--- config.mk ---
export PLATFORM = sky130hd
export DESIGN_NAME = apple_rr_sched_flat
export DESIGN_NICKNAME = d
export VERILOG_FILES = /design/src/rtl/apple_sched_pkg.sv /design/src/rtl/apple_rr_sched_if.sv /design/src/rtl/apple_rr_arb.sv /design/src/rtl/apple_rr_sched.sv /design/src/flat_wrapper.sv
export SDC_FILE = /design/constraint.sdc
export NUM_CORES = 1
export LEC_CHECK = 0
export ABC_AREA = 1
export BUFFER_PORTS_ARGS = -buffer_cell sky130_fd_sc_hd__buf_2
export CAP_MARGIN = 20
export CELL_PAD_IN_SITES_DETAIL_PLACEMENT = 1
export CELL_PAD_IN_SITES_GLOBAL_PLACEMENT = 2
export CORE_ASPECT_RATIO = 0.8
export CORE_MARGIN = 2
export CORE_UTILIZATION = 29
export DETAILED_ROUTE_END_ITERATION = 12
export GPL_TIMING_DRIVEN = 0
export PLACE_DENSITY = 0.83
export SYNTH_ARGS = -nofsm -noshare
export SYNTH_HDL_FRONTEND = slang
export SYNTH_SLANG_ARGS = --single-unit
export TNS_END_PERCENT = 1
--- constraint.sdc ---
create_clock -name clk -period 4.7 [get_ports clk]
set_clock_uncertainty 0.2 [all_clocks]
set_input_delay 0.94 -clock clk [delete_from_list [all_inputs] [get_ports clk]]
set_output_delay 0.94 -clock clk [all_outputs]
set_load 0.005 [all_outputs]
--- src/rtl/apple_sched_pkg.sv ---
// Shared types and helpers for the apple round-robin scheduler.
// Optional self-check is controlled by the APPLE_SCHED_CHECK_EN macro (see apple_rr_sched.sv).
package apple_sched_pkg;

  // Scheduler phases: arbitrate, let apple register the operands, sample its result.
  typedef enum logic [1:0] {
    IDLE    = 2'd0,
    ISSUE   = 2'd1,
    CAPTURE = 2'd2
  } state_t;

  // Increment with wrap at n (n-1 -> 0); used for the round-robin pointer.
  function automatic logic [31:0] wrap_inc(input logic [31:0] v, input logic [31:0] n);
    return ((v + 32'd1) >= n) ? 32'd0 : (v + 32'd1);
  endfunction

endpackage

--- src/rtl/apple_rr_sched_if.sv ---
// Bundle between the requesters/apple unit (master side) and the scheduler (slave side).
//
// Handshake: requester i raises req[i] with req_a[i]/req_b[i] and holds all three
// stable until it sees ack[i]. ack[i] is a one-cycle pulse that always coincides
// with rsp_valid; in that cycle rsp_id==i and rsp_q carries apple's a&b result.
// A requester still showing req[i] in the cycle after its ack is making a new
// request. apple_a/apple_b are presented to apple and apple_q is its registered
// output, valid one clock after the operands were applied.
interface apple_rr_sched_if #(
  parameter int NREQ = 4,
  parameter int IDW  = $clog2(NREQ)
) ();

  logic [NREQ-1:0] req;
  logic [NREQ-1:0] req_a;
  logic [NREQ-1:0] req_b;
  logic [NREQ-1:0] ack;
  logic            rsp_valid;
  logic [IDW-1:0]  rsp_id;
  logic            rsp_q;
  logic            apple_a;
  logic            apple_b;
  logic            apple_q;
  logic            err;

  // Environment side: requesters plus the apple unit.
  modport master (
    output req, req_a, req_b, apple_q,
    input  ack, rsp_valid, rsp_id, rsp_q, apple_a, apple_b, err
  );

  // Scheduler side.
  modport slave (
    input  req, req_a, req_b, apple_q,
    output ack, rsp_valid, rsp_id, rsp_q, apple_a, apple_b, err
  );

endinterface

--- src/rtl/apple_rr_arb.sv ---
// Combinational rotating-priority picker: searches upward from ptr (mod NREQ)
// and grants the first eligible requester.
module apple_rr_arb #(
  parameter int NREQ = 4,
  parameter int IDW  = $clog2(NREQ)
) (
  input  logic [NREQ-1:0] eligible,
  input  logic [IDW-1:0]  ptr,
  output logic            gnt_valid,
  output logic [IDW-1:0]  gnt_id
);

  int             idx;
  logic [IDW-1:0] cidx;

  // Walk the requesters starting at ptr; the first eligible one wins.
  always_comb begin
    gnt_valid = 1'b0;
    gnt_id    = '0;
    idx       = 0;
    cidx      = '0;
    for (int s = 0; s < NREQ; s++) begin
      idx = int'(ptr) + s;
      if (idx >= NREQ) begin
        idx = idx - NREQ;
      end
      cidx = IDW'(idx);
      if (!gnt_valid && eligible[cidx]) begin
        gnt_valid = 1'b1;
        gnt_id    = cidx;
      end
    end
  end

endmodule

--- src/rtl/apple_rr_sched.sv ---
// Round-robin scheduler sharing one apple AND-register unit among NREQ requesters.
// Each operation: grant in IDLE, apple registers a&b during ISSUE, result sampled
// in CAPTURE, ack/rsp_valid pulse in the following IDLE cycle (3 cycles per op).
// Optional: define APPLE_SCHED_CHECK_EN to compare apple_q against the a&b latched
// at grant and raise a sticky err; otherwise err is tied low.
module apple_rr_sched
  import apple_sched_pkg::*;
#(
  parameter int NREQ = 4
) (
  input  logic             clk,
  input  logic             rst,
  apple_rr_sched_if.slave  bus,
  output state_t           dbg_state
);

  localparam int IDW = $clog2(NREQ);
  localparam logic [NREQ-1:0] ACK_ONE = {{(NREQ-1){1'b0}}, 1'b1};

  state_t          state_q;
  state_t          state_d;
  logic [IDW-1:0]  ptr_q;
  logic [IDW-1:0]  id_q;
  logic [NREQ-1:0] ack_q;
  logic            rsp_valid_q;
  logic [IDW-1:0]  rsp_id_q;
  logic            rsp_q_q;
  logic            apple_a_q;
  logic            apple_b_q;

  logic [NREQ-1:0] eligible;
  logic            gnt_valid;
  logic [IDW-1:0]  gnt_id;
  logic            grant;

  // A requester being acked this cycle may still show req while it drops it,
  // so it is excluded from this cycle's arbitration.
  assign eligible = bus.req & ~ack_q;
  assign grant    = (state_q == IDLE) && gnt_valid;

  apple_rr_arb #(
    .NREQ (NREQ),
    .IDW  (IDW)
  ) u_arb (
    .eligible  (eligible),
    .ptr       (ptr_q),
    .gnt_valid (gnt_valid),
    .gnt_id    (gnt_id)
  );

  // Next-state logic: IDLE waits for a winner, then a fixed ISSUE -> CAPTURE run.
  always_comb begin
    state_d = state_q;
    case (state_q)
      IDLE:    if (gnt_valid) state_d = ISSUE;
      ISSUE:   state_d = CAPTURE;
      CAPTURE: state_d = IDLE;
      default: state_d = IDLE;
    endcase
  end

  // State register; reset aborts any operation in flight without acking it.
  always_ff @(posedge clk) begin
    if (rst) begin
      state_q <= IDLE;
    end else begin
      state_q <= state_d;
    end
  end

  // Operand latch at grant, result capture and ack/response pulse generation.
  always_ff @(posedge clk) begin
    if (rst) begin
      ptr_q       <= '0;
      id_q        <= '0;
      ack_q       <= '0;
      rsp_valid_q <= 1'b0;
      rsp_id_q    <= '0;
      rsp_q_q     <= 1'b0;
      apple_a_q   <= 1'b0;
      apple_b_q   <= 1'b0;
    end else begin
      ack_q       <= '0;
      rsp_valid_q <= 1'b0;
      if (grant) begin
        id_q      <= gnt_id;
        apple_a_q <= bus.req_a[gnt_id];
        apple_b_q <= bus.req_b[gnt_id];
      end
      if (state_q == CAPTURE) begin
        rsp_q_q     <= bus.apple_q;
        rsp_id_q    <= id_q;
        rsp_valid_q <= 1'b1;
        ack_q       <= ACK_ONE << id_q;
        ptr_q       <= IDW'(wrap_inc(32'(id_q), 32'(NREQ)));
      end
    end
  end

`ifdef APPLE_SCHED_CHECK_EN
  logic exp_and_q;
  logic err_q;

  // Remember the expected a&b at grant; flag (sticky until reset) any apple_q disagreement.
  always_ff @(posedge clk) begin
    if (rst) begin
      exp_and_q <= 1'b0;
      err_q     <= 1'b0;
    end else begin
      if (grant) begin
        exp_and_q <= bus.req_a[gnt_id] & bus.req_b[gnt_id];
      end
      if ((state_q == CAPTURE) && (bus.apple_q != exp_and_q)) begin
        err_q <= 1'b1;
        $error("apple_rr_sched: id %0d apple_q=%0b expected %0b", id_q, bus.apple_q, exp_and_q);
      end
    end
  end

  assign bus.err = err_q;
`else
  assign bus.err = 1'b0;
`endif

  assign bus.ack       = ack_q;
  assign bus.rsp_valid = rsp_valid_q;
  assign bus.rsp_id    = rsp_id_q;
  assign bus.rsp_q     = rsp_q_q;
  assign bus.apple_a   = apple_a_q;
  assign bus.apple_b   = apple_b_q;
  assign dbg_state     = state_q;

endmodule

--- src/flat_wrapper.sv ---
// flat-port wrapper written by rule: the top's interface ports become plain ports
module apple_rr_sched_flat import apple_sched_pkg::*;
#(
  parameter int NREQ = 4
)
  (clk, rst, dbg_state, bus_req, bus_req_a, bus_req_b, bus_apple_q, bus_ack, bus_rsp_valid, bus_rsp_id, bus_rsp_q, bus_apple_a, bus_apple_b, bus_err);
  apple_rr_sched_if #(.NREQ(NREQ)) bus_i ();
  input  logic clk;
  input  logic rst;
  output state_t dbg_state;
  input wire logic [$bits(bus_i.req)-1:0] bus_req;
  input wire logic [$bits(bus_i.req_a)-1:0] bus_req_a;
  input wire logic [$bits(bus_i.req_b)-1:0] bus_req_b;
  input wire logic [$bits(bus_i.apple_q)-1:0] bus_apple_q;
  output wire logic [$bits(bus_i.ack)-1:0] bus_ack;
  output wire logic [$bits(bus_i.rsp_valid)-1:0] bus_rsp_valid;
  output wire logic [$bits(bus_i.rsp_id)-1:0] bus_rsp_id;
  output wire logic [$bits(bus_i.rsp_q)-1:0] bus_rsp_q;
  output wire logic [$bits(bus_i.apple_a)-1:0] bus_apple_a;
  output wire logic [$bits(bus_i.apple_b)-1:0] bus_apple_b;
  output wire logic [$bits(bus_i.err)-1:0] bus_err;
  assign bus_i.req = bus_req;
  assign bus_i.req_a = bus_req_a;
  assign bus_i.req_b = bus_req_b;
  assign bus_i.apple_q = bus_apple_q;
  assign bus_ack = bus_i.ack;
  assign bus_rsp_valid = bus_i.rsp_valid;
  assign bus_rsp_id = bus_i.rsp_id;
  assign bus_rsp_q = bus_i.rsp_q;
  assign bus_apple_a = bus_i.apple_a;
  assign bus_apple_b = bus_i.apple_b;
  assign bus_err = bus_i.err;
  apple_rr_sched #(.NREQ(NREQ)) u_core (.clk(clk), .rst(rst), .bus(bus_i), .dbg_state(dbg_state));
endmodule
**After elaboration in Yosys (flattened, before gate mapping)**

Cells that the tools add are included.

- Equal/unequal tests: 3
- Reductions and logical operators: 9
- Order comparisons: 10
- Shift operators: 1
- Bitwise logic cells: 3
- Add/subtract/negate cells: 8
- Mux-type cells: 28

Operators with widths:

| kind | number |
|---|---|
| 2-bit 2-to-1 mux | 10 |
| 2-bit by 3-bit < comparator with 1-bit output, second input constant | 5 |
| 1-bit binary-select mux with 2-bit select | 6 |
| 3-bit >= comparator, second input constant | 4 |
| 1-bit 2-to-1 mux | 11 |
| 2-bit by 1-bit subtractor with 2-bit output, second input constant | 4 |
| 2-bit by 1-bit adder with 3-bit output, second input constant | 2 |
| 2-bit by 2-bit adder with 3-bit output, second input constant | 2 |
| 4-bit bitwise AND | 1 |
| 1-bit logical AND | 4 |
| 4-bit NOT | 1 |
| 2-bit case mux with 2 select lines | 1 |
| 1-bit by 2-bit << shifter with 4-bit output, first input constant | 1 |
| 2-bit by 3-bit >= comparator with 1-bit output, second input constant | 1 |
| 1-bit logical NOT | 3 |
| 2-bit by 1-bit == test with 1-bit output, second input constant | 1 |
| 2-bit == test, second input constant | 1 |
| 2-bit logical NOT | 1 |
| 2-bit by 1-bit != test with 1-bit output, second input constant | 1 |
| 2-bit OR reduction | 1 |
| 1-bit NOT | 1 |

- Output and inout bits: 13
- Bits of input ports: 15
- Logic and storage cells: 71
- Register bits after elaboration: 16

**Logic depth before layout (Yosys ltp)**

Gate-level depths: netlist (run 1).

- Depth in word-level cells: 16
- Gate-level depth with buffers: 15
- Depth with buffers taken out: 14

**Hierarchy**

From an unflattened synthesis (run 1), not the netlist that was laid out.

- Cell total of the unflattened synthesis: 149
- Area, all modules: 960.9 um2

By module, submodules not included:

| module | area an instance (um2) | seq. area each (um2) | cells an instance | instances |
|---|---|---|---|---|
| apple_rr_sched | 641.9 | 320.3 | 90 | 1 |
| apple_rr_arb | 319.1 | 0.0 | 59 | 1 |

**Worst setup path after synthesis (run 1)**

No wires, ideal clock.

- Path kind: input -> register
- Start point: in bus_req[3]
- End point: reg u_core.apple_a_q (netlist: u_core.bus.apple_a)
- Buffers on the path: 0
- Setup slack: 2.576 ns
- Data required time: 4.444 ns
- Arrival: 1.869 ns
- Library setup time: 0.056 ns
- Stages on the path: 11
- Path through: nand3_1 > nand3_1 > nand2_4 > nand3_2 > nor2_4 > nand2_1 > o21ai_2 > nand3_1 > nand3_1 > nand2_1 > inv_1

- Cells in the longest elaborated chain, start to end: 15
- Elaborated cells on any way between the ends: 26
- Those cells by class: 18 x mux; 1 x bitwise; 7 x reduce/logical

RTL lines:

| item | RTL line | text |
|---|---|---|
| from (decl) | flat_wrapper.sv:11 | `input wire logic [$bits(bus_i.req)-1:0] bus_req;` |
| 4-bit bitwise AND (*) | apple_rr_sched.sv:38 | `assign eligible = bus.req & ~ack_q;` |
| 1-bit binary-select mux with 2-bit select | apple_rr_arb.sv:28 | `if (!gnt_valid && eligible[cidx]) begin` |
| 1-bit 2-to-1 mux (implied by the code) | apple_rr_arb.sv:28 |  |
| 1-bit 2-to-1 mux | apple_rr_arb.sv:28 |  |
| 1-bit logical NOT | apple_rr_arb.sv:28 |  |
| 1-bit logical AND | apple_rr_arb.sv:28 |  |
| 1-bit 2-to-1 mux | apple_rr_arb.sv:28 |  |
| 1-bit logical NOT | apple_rr_arb.sv:28 |  |
| 1-bit logical AND | apple_rr_arb.sv:28 |  |
| 1-bit 2-to-1 mux | apple_rr_arb.sv:28 |  |
| 1-bit logical NOT | apple_rr_arb.sv:28 |  |
| 1-bit logical AND | apple_rr_arb.sv:28 |  |
| 2-bit 2-to-1 mux | apple_rr_arb.sv:28 |  |
| 1-bit binary-select mux with 2-bit select | apple_rr_sched.sv:87 | `apple_a_q <= bus.req_a[gnt_id];` |
| 1-bit 2-to-1 mux (implied by the code) | apple_rr_sched.sv:87 |  |
| to (signal assigned) | apple_rr_sched.sv:87 |  |
| to (decl) | apple_rr_sched.sv:28 | `logic apple_a_q;` |

Mark *: on every way between the ends. The rest lies on a longest branch, timed or not. The select of a mux whose other input is x is not followed.
A chain may end at the register's enable or synchronous reset.

**Worst setup path in the final report (run 1)**

- Start point: in bus_req[1]
- End point: reg u_core.apple_a_q (netlist: u_core.bus.apple_a)

The elaborated chain is that of the path after synthesis.

==> impl_results.rst, run 1 <==
.. list-table::
   :header-rows: 1

   * - Metric
     - Value
   * - Std-Cell Core Area
     - 3376 um^2
   * - Register-to-register setup slack
     - 2.76 ns
   * - Setup-violating endpoint count in the final report
     - 0
   * - Tot GR Track Use
     - 0.1338
   * - Cell type contributing the most total cell area after synthesis
     - dfxtp_1
   * - Die X-Extent
     - 69.81 um
   * - Launching element type of the critical path
     - input port
   * - Final #Nets
     - between 150 and 200
   * - Fraction of final layout cells sized beyond drive strength 1
     - 0.3103
   * - Total leakage power
     - 0.6361 nW
   * - Final std cell area, no fill
     - 1237 um^2
   * - Class of the tightest hold or removal check
     - reg -> reg
   * - Yosys synthesis warning count
     - 0
   * - Global-route wire length before repair
     - ~4300 um
   * - Setup TNS
     - 0 ns
   * - Clock root cell
     - clkbuf_8
   * - Maximum level of the CTS H-tree
     - 1
   * - Number of distinct library cell variants in the gate-level netlist after synthesis
     - 25
   * - Power Dens Cells
     - around 360 nW/um^2
   * - Clock tree from TritonCTS
     - done
   * - Number of hold violations in the final report
     - 0
   * - Mean instance size in the synthesized netlist
     - around 6.9 um^2
   * - Number of gates given a new drive strength after cts
     - 0
   * - Data required time of the worst path
     - 4.66 ns
   * - Worst path cell trace
     - buf_2, nand3_1, nand3_1, nand2_4, nand4_4, nand3_2, inv_2, nor2_1, nor2_1, nand2_1, inv_1
   * - RSZ-0062 raised after global routing
     - no
   * - Shortest period the worst path allows
     - 2.167 ns
   * - Worst r2r path cells
     - 13
   * - Initial Utilization
     - 0.2976
   * - Number of buffers inserted to repair setup after CTS
     - 0
   * - Arrival time at the worst endpoint
     - 2.12 ns
   * - Dominant register cell in the synthesized netlist
     - dfxtp_1
   * - Number of rows in the core area
     - 19
   * - Sequential cell area fraction in the yosys report
     - 0.3188
   * - I/O pin total
     - 28
   * - Total detailed-routing wirelength
     - 2519 um
   * - Worst hold start
     - u_core.dbg_state[1]
   * - Worst IR drop on VDD
     - approximately 0.00021 V
   * - Count of buffers from port buffering
     - 25
   * - Fraction of post-synthesis cell area in the top cell type by area
     - 0.3188
   * - Maximum number of pins on one net before global-route repair
     - 10
   * - Antenna viol nets, final
     - 0
   * - Share of flip-flops with an asynchronous set or reset after synthesis
     - 0
   * - Hold_buf cts
     - 0
   * - Share of the clock period used by the worst path after layout
     - 0.4611
   * - Diode count
     - 0
   * - Worst path max stage delay
     - 0.17 ns
   * - Run status
     - finished, final reports clean
   * - Maximum root-to-sink buffer count
     - 2
   * - CP delay by family, top
     - simple AND/OR/NAND/NOR gates
   * - Via count
     - 1010
   * - Worst setup path category
     - in -> reg
   * - Top cells by area in the synthesized netlist
     - dfxtp_1 (32%), nand2_1 (11%), nand3_1 (9.5%)
   * - Worst hold path stage count
     - 1
   * - Clock sinks
     - 16
   * - Detailed placement HPWL
     - 2110 um
   * - Vias in the first global route
     - 996
   * - # DRC
     - 0
   * - Instance area at placement
     - 1182 um^2
   * - Number of DRC violations after detailed-routing iteration 0
     - 18
   * - Max Transition Viols Final
     - 0
   * - Initial antenna violation count
     - 0
   * - Number of maximum-capacitance constraint violations
     - 0
   * - Via/cell ratio
     - approximately 4.7
   * - Die Ht
     - roughly 57 um
   * - Buf+Inv Stages, Crit Path
     - 3
   * - Count of flip-flops with a built-in enable after synthesis
     - 0
   * - Number of cells on the critical path
     - 11
   * - Library cell contributing the largest single delay on the critical path
     - nand4_4
   * - Relative area change from synthesis to final layout
     - 23.16%
   * - Area of the die
     - 3954 um^2
   * - Detailed-routing iteration count for the pre-antenna-repair pass
     - 4
   * - Endpoint class of the critical path
     - flop
   * - Max FO, Critical Path
     - 6
   * - Flip-flop and latch count after synthesis
     - 16
   * - Net Count, Synth
     - between 150 and 200
   * - Most common cell after layout, fill and taps aside
     - nand2_1
   * - Cell area after synthesis
     - 1005 um^2
   * - Num CTS Buffers
     - 3
   * - Clk slew on worst S/H paths
     - ~0.060 ns
   * - Startpoint of the most critical register-to-register path
     - u_core.ptr_q[1]
   * - Maximum clock frequency
     - 461.4 MHz
   * - Worst reg2reg endpoint
     - u_core.bus.apple_a
   * - Commonest cells after routing, fill and taps aside
     - nand2_1 (29), buf_2 (25), inv_1 (20)
   * - Routability congestion estimate from global placement
     - 0.8034
   * - Clock insertion delay at the later pin of the skew report
     - 0.25 ns
   * - Overflow after GRT
     - 0
   * - Worst-case hold path end point
     - u_core.dbg_state[1]
   * - Routed length per instance
     - around 12 um
   * - Synthesized netlist cell count
     - 145
-- cells in the mapped netlist, drive strengths merged (2+ instances only) --
cell type   n
a21oi       3
dfxtp      16
nand4       5
nor3        2
o21ai       4
buf         2
nand3      27
nand2      38
nor2       19
inv        23
-- logic make-up (layout without fill, tap and decap cells) --
| group | after synthesis | after routing | synth area share |
|---|---|---|---|
| AOI/OAI and AO/OA | 9 | 9 | 0.05355 |
| adders and majority gates | 1 | 1 | 0.01245 |
| buffers and inverters | 26 | 55 | 0.1158 |
| DFF | 16 | 16 | 0.3188 |
| other | 1 | 1 | 0.003732 |
| and+or+nand+nor | 92 | 92 | 0.4956 |
-- how the worst max path moves through the flow --
stage | start | to
2_1_floorplan | bus_req[3] | u_core.bus.apple_a
6_report | bus_req[1] | u_core.bus.apple_a
4_1_cts | bus_req[2] | u_core.bus.apple_a
5_1_grt | bus_req[1] | u_core.bus.apple_a
3_3_place_gp | bus_req[3] | u_core.bus.apple_b
3_5_place_dp | bus_req[2] | u_core.bus.apple_a
-- final cells by class --
| type | instances | area, um^2 |
|---|---|---|
| timing repair buffer | 25 | 125.1 |
| fill | 441 | 2138 |
| buffer | 3 | 22.52 |
| inverter | 23 | 93.84 |
| clock buffer | 4 | 55.05 |
| multi-input combinational | 103 | 568.0 |
| tap | 42 | 52.55 |
| sequential | 16 | 320.3 |
-- per-layer routing --
layer,track usage,routed length [um],up-vias
met5,0,0,-
met4,0.06593,57,0
met3,0.01616,56,5
met2,0.2286,1185,16
met1,0.1668,1220,470
li1,-,-,519
-- per-stage QoR --
| stage | util | setup slack [ns] | hold WS [ns] | power, mW | instances |
|---|---|---|---|---|---|
| final | 0.3666 | 2.533 | 0.2489 | 0.4460 | 216 |
| after CTS | 0.3666 | 2.520 | 0.2572 | 0.4515 | 216 |
| after global placement | 0.3503 | 2.303 | 0.2304 | 0.3202 | 212 |
| after floorplan | - | 2.576 | 0.2457 | 0.2835 | 145 |
| after global routing | 0.3666 | 2.384 | 0.2916 | 0.4782 | 216 |
| after detailed placement | 0.3503 | 2.257 | 0.2444 | 0.3283 | 212 |
-- flip-flops by register name, summed over array words and instances (netlist names) --
register              flops
u_core.dbg_state          2
u_core.ptr_q              2
u_core.bus.rsp_id         2
u_core.bus.rsp_q          1
u_core.bus.apple_b        1
u_core.bus.apple_a        1
u_core.bus.rsp_valid      1
u_core.bus.ack            4
u_core.id_q               2
-- power by group --
part / switching [mW] / leakage, nW / internal [mW] / total (mW)
Clock: 0.0475 / 0.0288 / 0.0744 / 0.122
Combinational: 0.102 / 0.477 / 0.0584 / 0.161
Sequential: 0.0122 / 0.131 / 0.151 / 0.163
Power figures use the tool's default switching activity.
==> run 2, diff against run 1 <==
- CORE_UTILIZATION: 29 -> 24
- PLACE_DENSITY: 0.83 -> 0.74
- clock period: 4.7 -> 1.8 ns (I/O delays scaled with it)
==> impl_results.rst, run 2 (synthesized netlist as in run 1, its figures left out) <==
.. list-table::
   :header-rows: 1

   * - Metric
     - Value
   * - Run status
     - complete, but fails checks
   * - Violations in the final reports
     - negative setup slack
   * - I/O pin total
     - 28 (unchanged)
   * - Count of buffers from port buffering
     - 25 (unchanged)
   * - Global-route wire length before repair
     - 4498 um (+5.0%)
   * - Count of placed standard cells including taps
     - 227 (+7.1%)
   * - Fraction of final layout cells sized beyond drive strength 1
     - 0.4811 (+0.1707)
   * - Via count
     - 1057 (+4.7%)
   * - Initial antenna violation count
     - 0 (unchanged)
   * - RSZ-0062 raised after global routing
     - yes
   * - Routed wire length on met2
     - 1508 um (+27%)
   * - Clock sinks
     - 16 (unchanged)
   * - Maximum root-to-sink buffer count
     - 2 (unchanged)
   * - Setup-violating endpoint count in the final report
     - 3 (+3)
   * - Overflow after GRT
     - 0 (unchanged)
   * - Minimum setup slack after placement
     - -0.1505 ns (-2.408 ns)
   * - Maximum level of the CTS H-tree
     - 1 (unchanged)
   * - Setup TNS
     - -0.2616 ns (-0.2616 ns)
   * - Clk slew on worst S/H paths
     - 0.06 ns (about the same)
   * - Clock insertion delay at the later pin of the skew report
     - 0.25 ns (about the same)
   * - Total leakage power
     - 0.7368 nW (+16%)
   * - Number of hold violations in the final report
     - 0 (unchanged)
   * - Maximum number of pins on one net before global-route repair
     - 10 (unchanged)
   * - Number of maximum-capacitance constraint violations
     - 0 (unchanged)
   * - Routed length per instance
     - 11.90 um (+2.0%)
   * - Total detailed-routing wirelength
     - 2879 um (+14%)
   * - Max FO, Critical Path
     - 7 (+1)
   * - Detailed placement HPWL
     - 2138 um (+1.3%)
   * - Detailed-routing iteration count for the pre-antenna-repair pass
     - 4 (unchanged)
   * - # DRC
     - 0 (unchanged)
   * - Number of rows in the core area
     - 21 (+2)
   * - Power Dens Cells
     - 869.5 nW/um^2 (+140%)
   * - Count of non-filler cells in the finished layout
     - 242 (+12%)
   * - Routability congestion estimate from global placement
     - 0.7768 (-3.3%)
   * - Worst IR drop on VDD
     - 0.0003733 V (+76%)
   * - Hold_buf cts
     - 0 (unchanged)
   * - Worst setup path category
     - reg -> reg
   * - Commonest cells after routing, fill and taps aside
     - buf_2 (25), nand2_1 (23), inv_1 (20)
   * - Launching element type of the critical path
     - flop
   * - Clock tree from TritonCTS
     - done
   * - Relative area change from synthesis to final layout
     - 55.29%
   * - Antenna viol nets, final
     - 0 (unchanged)
   * - Instance area at placement
     - 1201 um^2 (+1.6%)
   * - Worst Setup Slack, final
     - -0.09486 ns (-2.628 ns)
   * - Arrival time at the worst endpoint
     - 1.84 ns (-0.28 ns)
   * - Max reg flops
     - 4 (unchanged)
   * - Initial Utilization
     - 0.2451 (-0.05251)
   * - Via/cell ratio
     - 4.368 (-6.6%)
   * - Endpoint class of the critical path
     - flop
   * - Post-layout utilization of the core
     - 0.3806 (+0.01408)
   * - Count of filler cells inserted in the layout
     - 524 (+19%)
   * - Clock root cell
     - clkbuf_8
   * - Max Transition Viols Final
     - 0 (unchanged)
   * - Maximum clock frequency
     - 527.7 MHz
   * - Tot GR Track Use
     - 0.1177 (-0.01608)
   * - Vias in the first global route
     - 1027 (+3.1%)
   * - Class of the tightest hold or removal check
     - in -> reg
   * - Shortest period the worst path allows
     - 1.895 ns
   * - Highest layer used for signal routing
     - met4
   * - Final #Nets
     - 202 (+5.8%)
   * - Num CTS Buffers
     - 3 (unchanged)
   * - Data required time of the worst path
     - 1.75 ns (-2.91 ns)
   * - Die X-Extent
     - 76.34 um (+9.4%)
   * - WL met1
     - 1292 um (+5.9%)
   * - WL met3
     - 42 um (-25%)
   * - Final std cell area, no fill
     - 1560 um^2 (+26%)
   * - Diode count
     - 0 (unchanged)
   * - Area of the die
     - 4723 um^2 (+19%)
   * - Share of the clock period used by the worst path after layout
     - 1.053
   * - Die Ht
     - 61.87 um (+9.2%)
   * - Std-Cell Core Area
     - 4099 um^2 (+21%)
   * - Number of DRC violations after detailed-routing iteration 0
     - 35 (+17)
   * - Most common cell after layout, fill and taps aside
     - buf_2
-- run 2: cell count changes in the layout (fill, tap and decap cells not counted), sizes merged --
cell and delta:
buf +11, clkinv +1, inv -1
-- run 2: power by group --
part	internal [mW]	leakage (nW)	switching, mW
logic	0.260	0.576	0.354
registers	0.395	0.132	0.0353
clock network	0.194	0.0288	0.118
total	0.849	0.737	0.507
-- run 2: what timing repair did --
action	CTS	global route
endpoints found under the setup margin	4	5
gates resized for setup	13	35
buffers inserted	6	4
pin swaps	7	13
gates cloned	0	1
-- run 2: area by class of cell --
type / instances / area [um^2] / share of cell area
buffer: 3 / 22.52 / 0.01443
clock buffer: 4 / 55.05 / 0.03528
inverter: 23 / 103.9 / 0.06656
multi-input combinational: 103 / 773.2 / 0.4956
sequential: 16 / 322.8 / 0.2069
tap: 57 / 71.32 / 0.04571
timing repair buffer: 36 / 211.5 / 0.1355
-- run 2: worst max-delay path, stage by stage (launching register included) --
cell,delay [ns]
dfxtp_2,0.33
buf_6,0.14
clkinv_8,0.08
nand2_4,0.05
nand2_4,0.10
nand3_4,0.09
nand2_8,0.11
nand3_4,0.08
nor2_4,0.16
buf_6,0.11
o21ai_2,0.07
nand3_1,0.08
nand3_1,0.07
nand2_1,0.08
inv_1,0.03
-- run 2: per-layer routing --
layer | GRT usage | vias up
met3 | 0.008671 | 4
met4 | 0.04675 | 0
met1 | 0.1436 | 499
met2 | 0.2250 | 10
li1 | - | 544
met5 | 0 | -
-- run 2: final timing paths --
check / cells past startpoint / to / slack, ns / from
worst max-delay path: 14 / u_core.bus.apple_b / -0.09 / u_core.ptr_q[0]
worst min-delay path: 3 / u_core.bus.rsp_q / 0.16 / bus_apple_q
worst max register to register: 14 / u_core.bus.apple_b / -0.09 / u_core.ptr_q[0]
worst min register to register: 1 / u_core.dbg_state[1] / 0.26 / u_core.dbg_state[1]
-- run 2: through the flow --
step           hold WS [ns]  power, mW
6_report             0.1563      1.357
5_1_grt              0.1652      1.454
4_1_cts              0.1572      1.255
3_5_place_dp         0.2475     0.8577
3_3_place_gp         0.2305     0.8404
2_1_floorplan        0.2457     0.7403
==> run 3, diff against run 2 <==
- clock period: 1.8 -> 1.5 ns (I/O delays scaled with it)
==> impl_results.rst, run 3 (synthesized netlist as in run 1, its figures left out) <==
.. list-table::
   :header-rows: 1

   * - Metric
     - Value
   * - Run status
     - complete, but fails checks
   * - Violations in the final reports
     - negative setup slack
   * - Antenna viol nets, final
     - 0 (unchanged)
   * - Clock sinks
     - 16 (unchanged)
   * - Worst reg2reg endpoint
     - u_core.bus.apple_a
   * - Maximum number of pins on one net before global-route repair
     - 10 (unchanged)
   * - Crit path top cell by count
     - nand3_4
   * - Clock root cell
     - clkbuf_8
   * - Shortest period the worst path allows
     - 1.875 ns (-0.02031 ns)
   * - CP delay by family, top
     - simple AND/OR/NAND/NOR gates
   * - Worst hold path stage count
     - 3 (unchanged)
   * - Endpoint class of the critical path
     - flop
   * - Max Transition Viols Final
     - 0 (unchanged)
   * - Worst r2r path cells
     - 12 (-2)
   * - Diode count
     - 0 (unchanged)
   * - Detailed-routing iteration count for the pre-antenna-repair pass
     - 2 (-2)
   * - Sequential share of power
     - 0.321 (+0.003)
   * - Number of DRC violations after detailed-routing iteration 0
     - 27 (-23%)
   * - Num CTS Buffers
     - 3 (unchanged)
   * - Arrival time at the worst endpoint
     - 1.82 ns (-0.02 ns)
   * - Overflow after GRT
     - 0 (unchanged)
   * - Net load switching power
     - 642.9 uW (+27%)
   * - Routed length per instance
     - 11.90 um (about the same)
   * - Power after layout
     - 1.639 mW (+21%)
   * - Switching portion of total power
     - 0.3923 (+0.01825)
   * - Register-to-register setup slack
     - -0.37 ns (-0.28 ns)
   * - Clock insertion delay at the later pin of the skew report
     - 0.25 ns (about the same)
   * - Library cell contributing the largest single delay on the critical path
     - dfxtp_2
   * - Share of the clock period used by the worst path after layout
     - 1.250 (+0.1970)
   * - Count of filler cells inserted in the layout
     - 519 (-0.95%)
   * - I/O pin total
     - 28 (unchanged)
   * - Clk slew on worst S/H paths
     - 0.06 ns (about the same)
   * - Routability congestion estimate from global placement
     - 0.7767 (about the same)
   * - Maximum level of the CTS H-tree
     - 1 (unchanged)
   * - Maximum clock frequency
     - 533.5 MHz (+1.1%)
   * - Buf+Inv Stages, Crit Path
     - 4 (unchanged)
   * - Fraction of final layout cells sized beyond drive strength 1
     - 0.5272 (+0.04609)
   * - Global-route wire length before repair
     - 4609 um (+2.5%)
   * - Tot GR Track Use
     - 0.1211 (+0.003459)
   * - Max reg flops
     - 4 (unchanged)
   * - Power Dens Cells
     - 984.8 nW/um^2 (+13%)
   * - Minimum setup slack after placement
     - -0.4069 ns (-0.2564 ns)
   * - Maximum root-to-sink buffer count
     - 2 (unchanged)
   * - Post-layout utilization of the core
     - 0.4060 (+0.02534)
   * - Via count
     - 1065 (+0.76%)
   * - # DRC
     - 0 (unchanged)
   * - Worst setup path category
     - reg -> reg
   * - Setup-violating endpoint count in the final report
     - 5 (+2)
   * - Std-Cell Core Area
     - 4099 um^2 (unchanged)
   * - Class of the tightest hold or removal check
     - in -> reg
   * - Count of buffers from port buffering
     - 25 (unchanged)
   * - Die Ht
     - 61.87 um (unchanged)
   * - Relative area change from synthesis to final layout
     - 65.63%
   * - Via/cell ratio
     - 4.419 (+1.2%)
   * - Clock tree from TritonCTS
     - done
   * - Worst IR drop on VDD
     - 0.0005858 V (+57%)
   * - Number of maximum-capacitance constraint violations
     - 0 (unchanged)
   * - RSZ-0062 raised after global routing
     - yes
   * - Initial antenna violation count
     - 0 (unchanged)
   * - Most common cell after layout, fill and taps aside
     - buf_2
   * - Worst path max stage delay
     - 0.34 ns (about the same)
   * - Number of hold violations in the final report
     - 0 (unchanged)
   * - Hold_buf cts
     - 0 (unchanged)
   * - Worst hold start
     - bus_apple_q
   * - Area of the die
     - 4723 um^2 (unchanged)
   * - Total detailed-routing wirelength
     - 2868 um (-0.38%)
   * - Initial Utilization
     - 0.2451 (unchanged)
   * - Die X-Extent
     - 76.34 um (unchanged)
   * - Startpoint of the most critical register-to-register path
     - u_core.ptr_q[0]
   * - Max FO, Critical Path
     - 8 (+1)
   * - Logic pwr share
     - 0.489 (+0.037)
   * - Data required time of the worst path
     - 1.45 ns (-0.30 ns)
   * - Launching element type of the critical path
     - flop
   * - Worst path cell trace
     - buf_12, clkinv_8, nand3_4, nand3_4, nand2_8, nand4_4, nand3_4, inv_4, nor2_1, nor2_1, nand2_1, inv_1
   * - Commonest cells after routing, fill and taps aside
     - buf_2 (25), inv_1 (20), nand2_1 (19)
   * - Internal power
     - 995.9 uW (+17%)
   * - Share of power burned in the clock network
     - 0.190 (-0.040)
   * - Total leakage power
     - 0.7508 nW (+1.9%)
   * - Worst-case hold path end point
     - u_core.bus.rsp_q
   * - Final hold slack
     - 0.09091 ns (-0.06542 ns)
   * - Number of rows in the core area
     - 21 (unchanged)
   * - Final #Nets
     - 202 (unchanged)
   * - Worst Setup Slack, final
     - -0.3745 ns (-0.2797 ns)
   * - Detailed placement HPWL
     - 2069 um (-3.3%)
   * - Vias in the first global route
     - 1046 (+1.9%)
[run 3: cell types whose count changed in the layout (fill, tap and decap cells not counted), moves of 2 or more]
cell     previous run  this run
nand2_1            23        19
nand3_4            10        15
nand3_1             8         3
nand2_2             7         9
o21ai_2             2         0
[run 3: worst register-to-register path: cells and delay by family, from the launching register on]
family / cells / cell delay (ns)
buf+inv: 4 / 0.33
flops: 1 / 0.34
simple gates: 8 / 0.91
[run 3: area by class of cell]
class,count,area (um^2),area share
buffer,3,31.28,0.01880
multi-input combinational,103,870.8,0.5233
tap,57,71.32,0.04286
inverter,23,108.9,0.06541
timing repair buffer,36,215.2,0.1293
sequential,16,325.3,0.1955
clock buffer,3,41.29,0.02481
[run 3: per-stage QoR]
| stage | cell area, um^2 | setup TNS (ns) | cells |
|---|---|---|---|
| 4_1_cts | 1353 | -1.347 | 237 |
| 3_5_place_dp | 1215 | -1.759 | 227 |
| 6_report | 1664 | -1.652 | 241 |
| 2_1_floorplan | 1018 | -0.5378 | 145 |
| 5_1_grt | 1664 | -2.502 | 241 |
| 3_3_place_gp | 1215 | -1.330 | 227 |
[run 3: power groups by stage]
stage	sequential [mW]	clock, mW	combinational (mW)
3_5_place_dp	0.521	0	0.520
3_3_place_gp	0.517	0	0.503
4_1_cts	0.515	0.322	0.598
6_report	0.527	0.311	0.801
5_1_grt	0.534	0.336	0.884
2_1_floorplan	0.517	0	0.383
[run 3: how the worst max path moves through the flow]
stage	to	startpoint	slack, ns	cells after the start
after floorplan	u_core.bus.apple_a	u_core.ptr_q[0]	-0.17	13
after global placement	u_core.bus.apple_a	u_core.ptr_q[0]	-0.34	12
after detailed placement	u_core.bus.apple_b	u_core.ptr_q[0]	-0.41	13
after CTS	u_core.bus.apple_a	u_core.ptr_q[0]	-0.34	15
after global routing	u_core.bus.apple_a	u_core.ptr_q[0]	-0.49	13
final	u_core.bus.apple_a	u_core.ptr_q[0]	-0.37	12
[run 3: timing repair]
item,CTS,global route
setup endpoints to repair,10,11
pin swaps,7,18
buffers inserted,7,4
gates resized for setup,10,58
[run 3: metal layers]
metal	GRT usage	share of wire
met1	0.1434	0.44
met2	0.2276	0.52
met3	0.01301	0.022
met4	0.06234	0.015
met5	0	0
